$ cat src/rtl/logic_unit_pipe_if.sv
// Handshake and data bundle for logic_unit_pipe: an input channel (operands, op, accumulator
// controls) and an output channel (result, flags), plus the live accumulator value.
interface logic_unit_pipe_if #(
  parameter int unsigned WIDTH = 8
) ();

  logic             in_valid;
  logic             in_ready;
  logic [2:0]       op;
  logic             acc_en;
  logic             acc_clr;
  logic [WIDTH-1:0] A;
  logic [WIDTH-1:0] B;

  logic             out_valid;
  logic             out_ready;
  logic [WIDTH-1:0] C;
  logic             zero;
  logic             all_ones;
  logic             parity;
  logic [WIDTH-1:0] acc_q;

  // Unit side
  modport slave (
    input  in_valid,
    input  op,
    input  acc_en,
    input  acc_clr,
    input  A,
    input  B,
    input  out_ready,
    output in_ready,
    output out_valid,
    output C,
    output zero,
    output all_ones,
    output parity,
    output acc_q
  );

  // Producer/consumer side
  modport master (
    output in_valid,
    output op,
    output acc_en,
    output acc_clr,
    output A,
    output B,
    output out_ready,
    input  in_ready,
    input  out_valid,
    input  C,
    input  zero,
    input  all_ones,
    input  parity,
    input  acc_q
  );

endinterface

$ cat src/rtl/logic_unit_pipe.sv
// Two-stage pipelined WIDTH-bit bitwise logic unit with valid/ready flow control, an optional
// running accumulator and registered zero/all-ones/parity flags.
module logic_unit_pipe #(
  parameter int unsigned     WIDTH     = 8,
  parameter logic [WIDTH-1:0] ACC_RESET = '0
) (
  input logic              clk,
  input logic              rst_n,
  logic_unit_pipe_if.slave bus
);

  typedef enum logic [2:0] {
    OpBuf  = 3'b000,
    OpNot  = 3'b001,
    OpAnd  = 3'b010,
    OpOr   = 3'b011,
    OpXor  = 3'b100,
    OpNand = 3'b101,
    OpNor  = 3'b110,
    OpXnor = 3'b111
  } op_e;

  // Single op engine, shared by the S2 datapath and the accumulator update.
  function automatic logic [WIDTH-1:0] logic_op(input op_e             op,
                                                input logic [WIDTH-1:0] a,
                                                input logic [WIDTH-1:0] b);
    logic [WIDTH-1:0] r;
    unique case (op)
      OpBuf:   r = a;
      OpNot:   r = ~a;
      OpAnd:   r = a & b;
      OpOr:    r = a | b;
      OpXor:   r = a ^ b;
      OpNand:  r = ~(a & b);
      OpNor:   r = ~(a | b);
      OpXnor:  r = ~(a ^ b);
      default: r = a;
    endcase
    return r;
  endfunction

  // Stage 1: captured op and effective operands
  logic             s1_valid_q, s1_valid_d;
  op_e              s1_op_q, s1_op_d;
  logic [WIDTH-1:0] s1_a_q, s1_a_d;
  logic [WIDTH-1:0] s1_b_q, s1_b_d;

  // Stage 2: result and flags
  logic             s2_valid_q, s2_valid_d;
  logic [WIDTH-1:0] c_q, c_d;
  logic             zero_q, zero_d;
  logic             all_ones_q, all_ones_d;
  logic             parity_q, parity_d;

  logic [WIDTH-1:0] accum_q, accum_d;

  logic             s2_load;
  logic             in_ready;
  logic             in_hs;
  op_e              in_op;
  logic [WIDTH-1:0] acc_src;
  logic [WIDTH-1:0] a_eff;
  logic [WIDTH-1:0] acc_res;
  logic [WIDTH-1:0] s1_res;

  always_comb begin
    s2_load  = !s2_valid_q || bus.out_ready;
    in_ready = rst_n && (!s1_valid_q || s2_load);
    in_hs    = bus.in_valid && in_ready;
    in_op    = op_e'(bus.op);
    // A same-cycle clear makes the accumulate operand start from the reset value.
    acc_src  = bus.acc_clr ? ACC_RESET : accum_q;
    a_eff    = bus.acc_en ? acc_src : bus.A;
    acc_res  = logic_op(in_op, acc_src, bus.B);
    s1_res   = logic_op(s1_op_q, s1_a_q, s1_b_q);
  end

  // Stage 1 next state: load on accept, drain when S2 takes the entry.
  always_comb begin
    s1_valid_d = s1_valid_q;
    s1_op_d    = s1_op_q;
    s1_a_d     = s1_a_q;
    s1_b_d     = s1_b_q;
    if (in_hs) begin
      s1_valid_d = 1'b1;
      s1_op_d    = in_op;
      s1_a_d     = a_eff;
      s1_b_d     = bus.B;
    end else if (s2_load) begin
      s1_valid_d = 1'b0;
    end
  end

  // Stage 2 next state: result and flags hold until consumed.
  always_comb begin
    s2_valid_d = s2_valid_q;
    c_d        = c_q;
    zero_d     = zero_q;
    all_ones_d = all_ones_q;
    parity_d   = parity_q;
    if (s2_load) begin
      s2_valid_d = s1_valid_q;
      if (s1_valid_q) begin
        c_d        = s1_res;
        zero_d     = (s1_res == '0);
        all_ones_d = (s1_res == '1);
        parity_d   = ^s1_res;
      end
    end
  end

  always_comb begin
    accum_d = accum_q;
    if (in_hs && bus.acc_en) begin
      accum_d = acc_res;
    end else if (bus.acc_clr) begin
      accum_d = ACC_RESET;
    end
  end

  always_ff @(posedge clk) begin
    if (!rst_n) begin
      s1_valid_q <= 1'b0;
      s1_op_q    <= OpBuf;
      s1_a_q     <= '0;
      s1_b_q     <= '0;
      s2_valid_q <= 1'b0;
      c_q        <= '0;
      zero_q     <= 1'b0;
      all_ones_q <= 1'b0;
      parity_q   <= 1'b0;
      accum_q    <= ACC_RESET;
    end else begin
      s1_valid_q <= s1_valid_d;
      s1_op_q    <= s1_op_d;
      s1_a_q     <= s1_a_d;
      s1_b_q     <= s1_b_d;
      s2_valid_q <= s2_valid_d;
      c_q        <= c_d;
      zero_q     <= zero_d;
      all_ones_q <= all_ones_d;
      parity_q   <= parity_d;
      accum_q    <= accum_d;
    end
  end

  assign bus.in_ready  = in_ready;
  assign bus.out_valid = s2_valid_q;
  assign bus.C         = c_q;
  assign bus.zero      = zero_q;
  assign bus.all_ones  = all_ones_q;
  assign bus.parity    = parity_q;
  assign bus.acc_q     = accum_q;

endmodule

$ cat src/flat_wrapper.sv
// flat-port wrapper written by rule: the top's interface ports become plain ports
module logic_unit_pipe_flat 
#(
  parameter int unsigned     WIDTH     = 8,
  parameter logic [WIDTH-1:0] ACC_RESET = '0
)
  (clk, rst_n, bus_in_valid, bus_op, bus_acc_en, bus_acc_clr, bus_A, bus_B, bus_out_ready, bus_in_ready, bus_out_valid, bus_C, bus_zero, bus_all_ones, bus_parity, bus_acc_q);
  logic_unit_pipe_if #(.WIDTH(WIDTH)) bus_i ();
  input logic clk;
  input logic rst_n;
  input wire logic [$bits(bus_i.in_valid)-1:0] bus_in_valid;
  input wire logic [$bits(bus_i.op)-1:0] bus_op;
  input wire logic [$bits(bus_i.acc_en)-1:0] bus_acc_en;
  input wire logic [$bits(bus_i.acc_clr)-1:0] bus_acc_clr;
  input wire logic [$bits(bus_i.A)-1:0] bus_A;
  input wire logic [$bits(bus_i.B)-1:0] bus_B;
  input wire logic [$bits(bus_i.out_ready)-1:0] bus_out_ready;
  output wire logic [$bits(bus_i.in_ready)-1:0] bus_in_ready;
  output wire logic [$bits(bus_i.out_valid)-1:0] bus_out_valid;
  output wire logic [$bits(bus_i.C)-1:0] bus_C;
  output wire logic [$bits(bus_i.zero)-1:0] bus_zero;
  output wire logic [$bits(bus_i.all_ones)-1:0] bus_all_ones;
  output wire logic [$bits(bus_i.parity)-1:0] bus_parity;
  output wire logic [$bits(bus_i.acc_q)-1:0] bus_acc_q;
  assign bus_i.in_valid = bus_in_valid;
  assign bus_i.op = bus_op;
  assign bus_i.acc_en = bus_acc_en;
  assign bus_i.acc_clr = bus_acc_clr;
  assign bus_i.A = bus_A;
  assign bus_i.B = bus_B;
  assign bus_i.out_ready = bus_out_ready;
  assign bus_in_ready = bus_i.in_ready;
  assign bus_out_valid = bus_i.out_valid;
  assign bus_C = bus_i.C;
  assign bus_zero = bus_i.zero;
  assign bus_all_ones = bus_i.all_ones;
  assign bus_parity = bus_i.parity;
  assign bus_acc_q = bus_i.acc_q;
  logic_unit_pipe #(.WIDTH(WIDTH), .ACC_RESET(ACC_RESET)) u_core (.clk(clk), .rst_n(rst_n), .bus(bus_i));
endmodule
$ cat config.mk
export PLATFORM = sky130hd
export DESIGN_NAME = logic_unit_pipe_flat
export DESIGN_NICKNAME = d
export VERILOG_FILES = /design/src/rtl/logic_unit_pipe_if.sv /design/src/rtl/logic_unit_pipe.sv /design/src/flat_wrapper.sv
export SDC_FILE = /design/constraint.sdc
export NUM_CORES = 1
export LEC_CHECK = 0
export CAP_MARGIN = 20
export CORE_ASPECT_RATIO = 1.75
export CORE_UTILIZATION = 35
export DETAILED_ROUTE_END_ITERATION = 8
export PLACE_DENSITY = 0.55
export SETUP_SLACK_MARGIN = 0.4
export SLEW_MARGIN = 20
export SYNTH_ARGS = -nofsm -noshare
export SYNTH_HDL_FRONTEND = slang
export SYNTH_SLANG_ARGS = --single-unit
export TNS_END_PERCENT = 1
$ cat constraint.sdc
create_clock -name clk -period 4.1 [get_ports clk]
set_input_delay 1.23 -clock clk [delete_from_list [all_inputs] [get_ports clk]]
set_output_delay 1.23 -clock clk [all_outputs]
set_load 0.1 [all_outputs]
Word level (Yosys, flattened, before mapping):

Index checks and enable logic that the tools add are counted.

* latch bits: 0
* memories: 0
* RAM bits: 0
* register bits: 40
* bits in read-only memories: 0
* word-level logic and storage cells: 59
* output and inout bits: 21
* input bits: 25

* mux-type cells: 7
* bitwise logic cells: 14
* $add $sub $neg: 0
* eq/ne operators: 15
* div/mod/pow operators: 0
* multiply operators: 0
* reductions and logical operators: 13
* $lt $le $gt $ge: 0
* shift-type cells: 0

Operator list (count)
* $pmux W8 S8: 2
* $not A8 Y8: 8
* $eq A3 B3 Y1 const B: 8
* $mux W8: 3
* $and A8 B8 Y8: 2
* $or A8 B8 Y8: 2
* $xor A8 B8 Y8: 2
* $eq A3 B2 Y1 const B: 4
* $eq A8 B8 Y1 const B: 1
* $logic_not A8 Y1: 1
* $reduce_xor A8 Y1: 1
* $eq A3 B1 Y1 const B: 2
* $logic_not A3 Y1: 2
* $logic_and A1 B1 Y1: 3
* $logic_not A1 Y1: 2
* $logic_or A1 B1 Y1: 2
* $mux W1: 2
* $reduce_and A2 Y1: 1
* $reduce_bool A2 Y1: 1

Depth between registers and ports, before layout:

Gate-level depths: netlist of the first run.

* depth after elaboration: 7
* gate-level depth with buffers: 11
* depth with buffers taken out: 11

Worst setup path before layout of the first run:

Ideal clock, no wire load.

* path kind: in2out
* from: in rst_n
* to: out bus_in_ready
* path buffers: 2
* data required time: 2870 ps
* arrival: 2427 ps
* setup slack: 443 ps
* stages on the path: 3
* path through: clkbuf_1 > clkbuf_1 > and2_1

* longest elaborated chain between the ends: 1

Ends and longest elaborated chain
* from (decl): RTL line flat_wrapper.sv:10 `input logic rst_n;`
* $logic_and A1 B1 Y1: RTL line logic_unit_pipe.sv:68 `in_ready = rst_n && (!s1_valid_q || s2_load);`
* to (decl): RTL line flat_wrapper.sv:18 `output wire logic [$bits(bus_i.in_ready)-1:0] bus_in_ready;`

Every way passes these cells.

Worst setup path in the final report of the first run:

* from: in bus_out_ready
* to: out bus_in_ready

* longest elaborated chain between the ends: 3

Ends and longest elaborated chain
* from (decl): RTL line flat_wrapper.sv:17 `input wire logic [$bits(bus_i.out_ready)-1:0] bus_out_ready;`
* $logic_or A1 B1 Y1: RTL line logic_unit_pipe.sv:67 `s2_load = !s2_valid_q || bus.out_ready;`
* $logic_or A1 B1 Y1: RTL line logic_unit_pipe.sv:68
* $logic_and A1 B1 Y1: RTL line logic_unit_pipe.sv:68

Every way passes these cells.

==> summary.txt, run 1 <==
STA
  • Setup repair after global routing missed its margin: no
  • Least-Margin Pin Slew: 0.972 ns
  • Final Slew Violations: 0
  • Final setup fails: 0
  • Final hold violation count: 0
  • Minimum clock period: 3.44 ns
  • Slew headroom: 35.0%
  • Clock Skews: 0.00740 ns
  • Max frequency: 0.290 GHz
  • Final setup TNS: 0 ns
  • Period utilization: 84.0%

Power
  • Cell area power density: 314 nW/um2
  • P_leak: 1.74 nW
  • Maximum VDD drop: 0.000148 V
  • Total power: 0.00125 W

Logic synthesis
  • Area leader, netlist: dfxtp_1
  • Synth Warn #: 0
  • Syn_nets: 464
  • Top post-synthesis cells by area: dfxtp_1 25%, ha_1 14%, mux2i_1 8.0%
  • Netlist cell types: 49
  • Post-Synth Simple-Gate Area: 17.1%
  • Post-synth EDFFs: 0
  • Synth Area in XOR/XNOR: 1.08%
  • Synth Flop Type: dfxtp_1
  • Share of the synthesized area in the top cell type: 24.6%
  • Cells after Synth: 402
  • Avg Inst Size Synth: 8.10 um2
  • Async SR Flop Fraction: 0%
  • Synth Area in Compound Gates: 20.1%
  • Synth Cell Area: 3260 um2
  • Combinational family with the most area after synthesis: compound AO/OA/AOI/OAI gates
  • Post-synthesis adder-cell area fraction: 14.2%
  • Register area share after synthesis: 24.6%
  • Mux share of post-synthesis cell area: 14.7%
  • Post-synthesis register bit count: 40

Finish
  • Ratio of cells with drive above 1 in the final layout: 7.37%
  • Final net count: 495
  • Most common cell after layout, fill and taps aside: nand2_1
  • Layout Cells excl Fill: 554
  • Most frequent cells in the layout: 53 x nand2_1, 44 x clkdlybuf4s50_1, 40 x dfxtp_1, 39 x inv_1
  • Antenna diode count: 0
  • FILL cells: 930
  • Area Growth Syn to Fin: 21.7%

Floorplanning
  • FP Rows: 46
  • Initial cell density of the core: 36.1%
  • Core Box Area: 9040 um2
  • IO Pins: 46
  • Die area: 9710 um2
  • Die Width: 74.9 um
  • Die Ht: 130 um

Clock tree
  • Clk Latency, worst-skew pair: 0.29 ns
  • CTS tree: yes
  • Clk root buf: clkbuf_16
  • Total CTS buffers: 5
  • CTS H-tree depth: 2
  • Resized cells post-CTS: 0
  • Hold buffers post-CTS: 0
  • Clock-pin slew on the worst setup and hold paths: 0.06 ns
  • CTS max path bufs: 2
  • Postcts setup bufs: 0
  • # clock sinks: 40

Drt
  • Vias per inst: 5.06
  • WL final: 7.53 mm
  • Antenna-violating nets left: 0
  • 1st-pass router iterations: 4
  • Post-DR wirelength/cell: 13.6 um
  • Initial DRC count: 137
  • Vias: 2805
  • Drc violations: 0

Worst setup path
  • R2R depth: 10
  • CP Class: primary input to output port
  • Critical path launch point type: primary input
  • R2r startpoint: u_core.s1_op_q[1]
  • Setup slack, reg-to-reg: 0.88 ns
  • CP max-delay cell: clkdlybuf4s50_1
  • Crit path largest cell delay: 0.41 ns
  • Worst Setup End Kind: output port
  • CP required: 2.87 ns
  • Cell Chain, Critical Path: clkdlybuf4s50_1 > nand3b_1 > and2_1 > buf_12
  • Reg2Reg Capture Point: u_core.bus.parity
  • CP Max Fanout: 3
  • Critical path arrival: 2.21 ns
  • Worst setup startpoint: bus_out_ready
  • Worst setup endpoint: bus_in_ready

Global routing
  • GRT Total Usage: 16.9%
  • Vias in the first global route: 2743
  • Largest net degree at the start of global routing: 43
  • First-pass GRT wire length: 12.6 mm
  • M1 GR Usage: 17.9%
  • Global route overflow: 0
  • Routing usage on met2: 31.7%
  • Routing usage on met3: 2.10%
  • Initial antenna violation count: 0
  • Busiest layer in global routing: met2

Hold path
  • Worst hold path cell count: 2
  • Worst Hold Class: flip-flop to flip-flop
  • Hold_sp: u_core.bus.zero

Run
  • Maxcap violations: 0

Status
  • Status: finished, final reports clean

Place
  • Routability cong.: 0.797
  • Placed Instances: 546
  • PortBufs: 45
  • Dpl hpwl: 5.76 mm
==> layer usage <==
layer  vias to the layer above  wire, um
li1                       1456         -
met1                      1294      3010
met2                        46      4180
met3                         9       191
met4                         0       149
met5                         -         0
==> flip-flops by register name (all words and copies together), names as in the netlist <==
name / flops
u_core.bus.acc_q: 8
u_core.s1_op_q: 3
u_core.bus.all_ones: 1
u_core.bus.out_valid: 1
u_core.s1_valid_q: 1
u_core.bus.parity: 1
u_core.bus.C: 8
u_core.bus.zero: 1
u_core.s1_b_q: 8
u_core.s1_a_q: 8
==> critical path: cells and delay by family <==
| family | cells | cell delay (ns) |
|---|---|---|
| buffers and inverters | 2 | 0.58 |
| AND/OR/NAND/NOR | 2 | 0.39 |
==> report_power, final <==
| part | internal [W] | total [W] | switching, W |
|---|---|---|---|
| registers | 0.000413 | 0.000440 | 0.0000270 |
| clock network | 0.000242 | 0.000406 | 0.000164 |
| logic | 0.000166 | 0.000401 | 0.000235 |
| total | 0.000821 | 0.00125 | 0.000426 |
==> Yosys cell counts (all sizes together), types with 3 or more instances <==
cell,count
mux2,7
nor2b,17
mux4,6
a21o,3
nand2,53
nand2b,8
a22oi,4
clkbuf,21
dfxtp,40
nor2,17
o211ai,3
ha,37
mux2i,26
a31oi,6
buf,9
and2,4
a21oi,7
a21boi,3
nand3,4
a211oi,5
nor3b,4
o21ai,38
o211a,11
o311ai,3
inv,39
==> stage by stage <==
| step | hold slack, ns | instance area (um2) | util, % | setup slack [ns] |
|---|---|---|---|---|
| floorplan | 0.453 | 3260 | - | 0.443 |
| global placement | 0.451 | 3810 | 42.2 | 0.629 |
| detailed placement | 0.452 | 3810 | 42.2 | 0.635 |
| CTS | 0.460 | 3970 | 43.9 | 0.636 |
| global route | 0.482 | 3970 | 43.9 | 0.541 |
| finish | 0.455 | 3970 | 43.9 | 0.657 |
==> how the worst min path moves through the flow <==
| stage | endpoint | slack [ns] |
|---|---|---|
| final | u_core.bus.zero | 0.46 |
| after global routing | u_core.bus.zero | 0.48 |
| after CTS | u_core.bus.zero | 0.46 |
| after detailed placement | u_core.bus.zero | 0.45 |
| after global placement | u_core.bus.zero | 0.45 |
| after floorplan | u_core.s1_b_q[0] | 0.45 |
==> cell type report <==
type,count,area [um2],area share (%)
flip-flops and latches,40,801,20.2
multi-input cells,293,2190,55.1
clock inverters,2,15.0,0.379
repair buffers,54,528,13.3
clock buffers,6,139,3.50
well taps,120,150,3.79
inverters,39,146,3.69
==> kinds of logic after synthesis <==
logic type,after synthesis
XOR/XNOR,4
multiplexers,39
AO/OA/AOI/OAI,97
AND/OR/NAND/NOR,116
adder cells (fa/ha/maj),37
flip-flops,40
buffers and inverters,69
No activity file was read; power rests on OpenSTA's default activity.
==> inputs of run 2 (changes only) <==
Settings changed: PLACE_DENSITY 0.55 to 0.57.
Clock period 4.1 ns to 2.8 ns, I/O delays scaled along.
==> run 2 against run 1 <==
Effect of this change:
- routed wire length grew 8.5%
- critical path depth grew 6
- final cell count rose by 5.8%
- clock skew about the same
- register-to-register slack worse by 0.59 ns
- total power up 53%
- largest power group is now combinational logic
==> summary.txt, run 2 (same netlist as run 1, synthesis figures left out) <==
Status
  • Status: finished, final reports clean

Worst setup path
  • CP Max Fanout: 3 (unchanged)
  • Worst Setup End Kind: flip-flop
  • Critical path arrival: 2.68 ns (+0.47 ns)
  • Critical path launch point type: flip-flop
  • CP Class: flip-flop to flip-flop
  • CP required: 2.97 ns (+0.10 ns)

Power
  • P_leak: 1.97 nW (+13%)
  • Internal: 0.00125 W (+52%)
  • Psw: 0.000665 W (+56%)
  • Comb power frac: 35.9% (+3.7 points)
  • Reg power frac: 33.6% (-1.7 points)
  • Cell area power density: 444 nW/um2 (+41%)
  • Maximum VDD drop: 0.000280 V (+89%)
  • Net switching fraction of the power: 34.8% (+0.64 points)
  • Total power: 0.00191 W (+53%)
  • Clock Power Share: 30.5% (-2.1 points)

Drt
  • WL final: 8.17 mm (+8.5%)
  • Vias: 2992 (+6.7%)
  • Antenna-violating nets left: 0 (unchanged)
  • Vias per inst: 5.11 (+0.84%)
  • 1st-pass router iterations: 4 (unchanged)
  • Initial DRC count: 93 (-32%)
  • Post-DR wirelength/cell: 13.9 um (+2.5%)
  • Drc violations: 0 (unchanged)

Hold path
  • Worst Hold Class: flip-flop to flip-flop

Finish
  • Final design utilization: 47.7% (+3.8 points)
  • Most common cell after layout, fill and taps aside: buf_4
  • Area Growth Syn to Fin: 32.2%
  • FILL cells: 899 (-3.3%)
  • Ratio of cells with drive above 1 in the final layout: 23.4% (+16 points)
  • Antenna diode count: 0 (unchanged)
  • Most frequent cells in the layout: 56 x buf_4, 53 x nand2_1, 37 x o21ai_0, 35 x inv_1
  • Final net count: 527 (+6.5%)

Clock tree
  • Clk Latency, worst-skew pair: 0.29 ns (about the same)
  • Total CTS buffers: 5 (unchanged)
  • Clock-pin slew on the worst setup and hold paths: 0.06 ns (about the same)
  • CTS max path bufs: 2 (unchanged)
  • CTS tree: yes
  • Clk root buf: clkbuf_16
  • CTS H-tree depth: 2 (unchanged)
  • # clock sinks: 40 (unchanged)

Floorplanning
  • Die area: 9710 um2 (unchanged)
  • Die Ht: 130 um (unchanged)
  • Initial cell density of the core: 36.1% (unchanged)
  • FP Rows: 46 (unchanged)
  • Core Box Area: 9040 um2 (unchanged)
  • IO Pins: 46 (unchanged)
  • Die Width: 74.9 um (unchanged)

Global routing
  • First-pass GRT wire length: 13.3 mm (+6.0%)
  • Vias in the first global route: 2914 (+6.2%)
  • Initial antenna violation count: 0 (unchanged)
  • GRT Total Usage: 17.8% (+0.96 points)
  • Largest net degree at the start of global routing: 42 (-2.3%)
  • Global route overflow: 0 (unchanged)

STA
  • Period utilization: 89.7%
  • Final setup TNS: 0 ns (unchanged)
  • Clock Skews: 0.00775 ns (+0.000348 ns)
  • Setup repair after global routing missed its margin: yes
  • Slew headroom: 58.4% (+23 points)
  • Max frequency: 0.398 GHz
  • Final setup fails: 0 (unchanged)
  • Minimum clock period: 2.51 ns
  • Final hold violation count: 0 (unchanged)
  • Final Slew Violations: 0 (unchanged)
  • Least-Margin Pin Slew: 0.617 ns (-0.355 ns)

Place
  • PortBufs: 45 (unchanged)
  • Routability cong.: 0.803 (+0.68%)
  • Dpl hpwl: 6.11 mm (+6.0%)

Run
  • Maxcap violations: 0 (unchanged)
-- run 2: worst paths after layout --
kind,from,end,slack (ns),cells past startpoint
setup reg to reg,u_core.s1_b_q[6],u_core.bus.parity,0.29,10
hold / removal,u_core.bus.zero,u_core.bus.zero,0.46,2
hold reg to reg,u_core.bus.zero,u_core.bus.zero,0.46,2
setup / recovery,u_core.s1_b_q[6],u_core.bus.parity,0.29,10
-- run 2: metal layers --
metal	global-route usage, %	share of wire [%]	vias up	wire length [um]
li1	-	-	1522	-
met1	18.8	38	1386	3110
met2	34.1	56	70	4580
met3	2.72	3.2	14	260
met4	6.66	2.6	0	211
met5	0	0	-	0
-- run 2: worst max-delay path, cell delays in order (launching register included) --
cell and delay, ns:
dfxtp_2 0.34, inv_2 0.05, ha_4 0.23, mux2_4 0.25, mux4_2 0.54, ha_4 0.30, xor2_2 0.17, xnor2_2 0.13
xnor2_1 0.14, xor2_1 0.16, a21oi_1 0.08
-- run 2: power groups by stage --
stage	Combinational, W	Sequential [W]	Clock [W]
finish	0.000686	0.000643	0.000583
global route	0.000750	0.000649	0.000617
CTS	0.000643	0.000644	0.000599
detailed placement	0.000617	0.000657	0
global placement	0.000603	0.000656	0
floorplan	0.000356	0.000750	0
-- run 2: repair_timing --
action                     4_1_cts  5_1_grt
hold buffers                     0        0
setup endpoints to repair        3       10
setup buffers                    7        3
pin swaps                        7        8
gates resized for setup         14       15
hold endpoints to repair         0        0
-- run 2: cell type report --
class                      instances  area [um2]  share of cell area, %
clock inverter                     2        16.3                  0.378
inverter                          39         146                   3.40
sequential                        40         813                   18.9
multi-input combinational        293        2310                   53.6
tap                              120         150                   3.49
clock buffer                       6         129                   2.99
timing repair buffer              86         744                   17.3
-- run 2: metrics by stage --
stage	setup slack, ns	cells	instance area (um2)	hold slack (ns)
after floorplan	0.308	402	3290	0.445
after global placement	0.107	568	3950	0.450
after detailed placement	0.0235	568	3950	0.456
after CTS	0.276	583	4220	0.464
after global routing	0.189	586	4310	0.495
final	0.287	586	4310	0.458
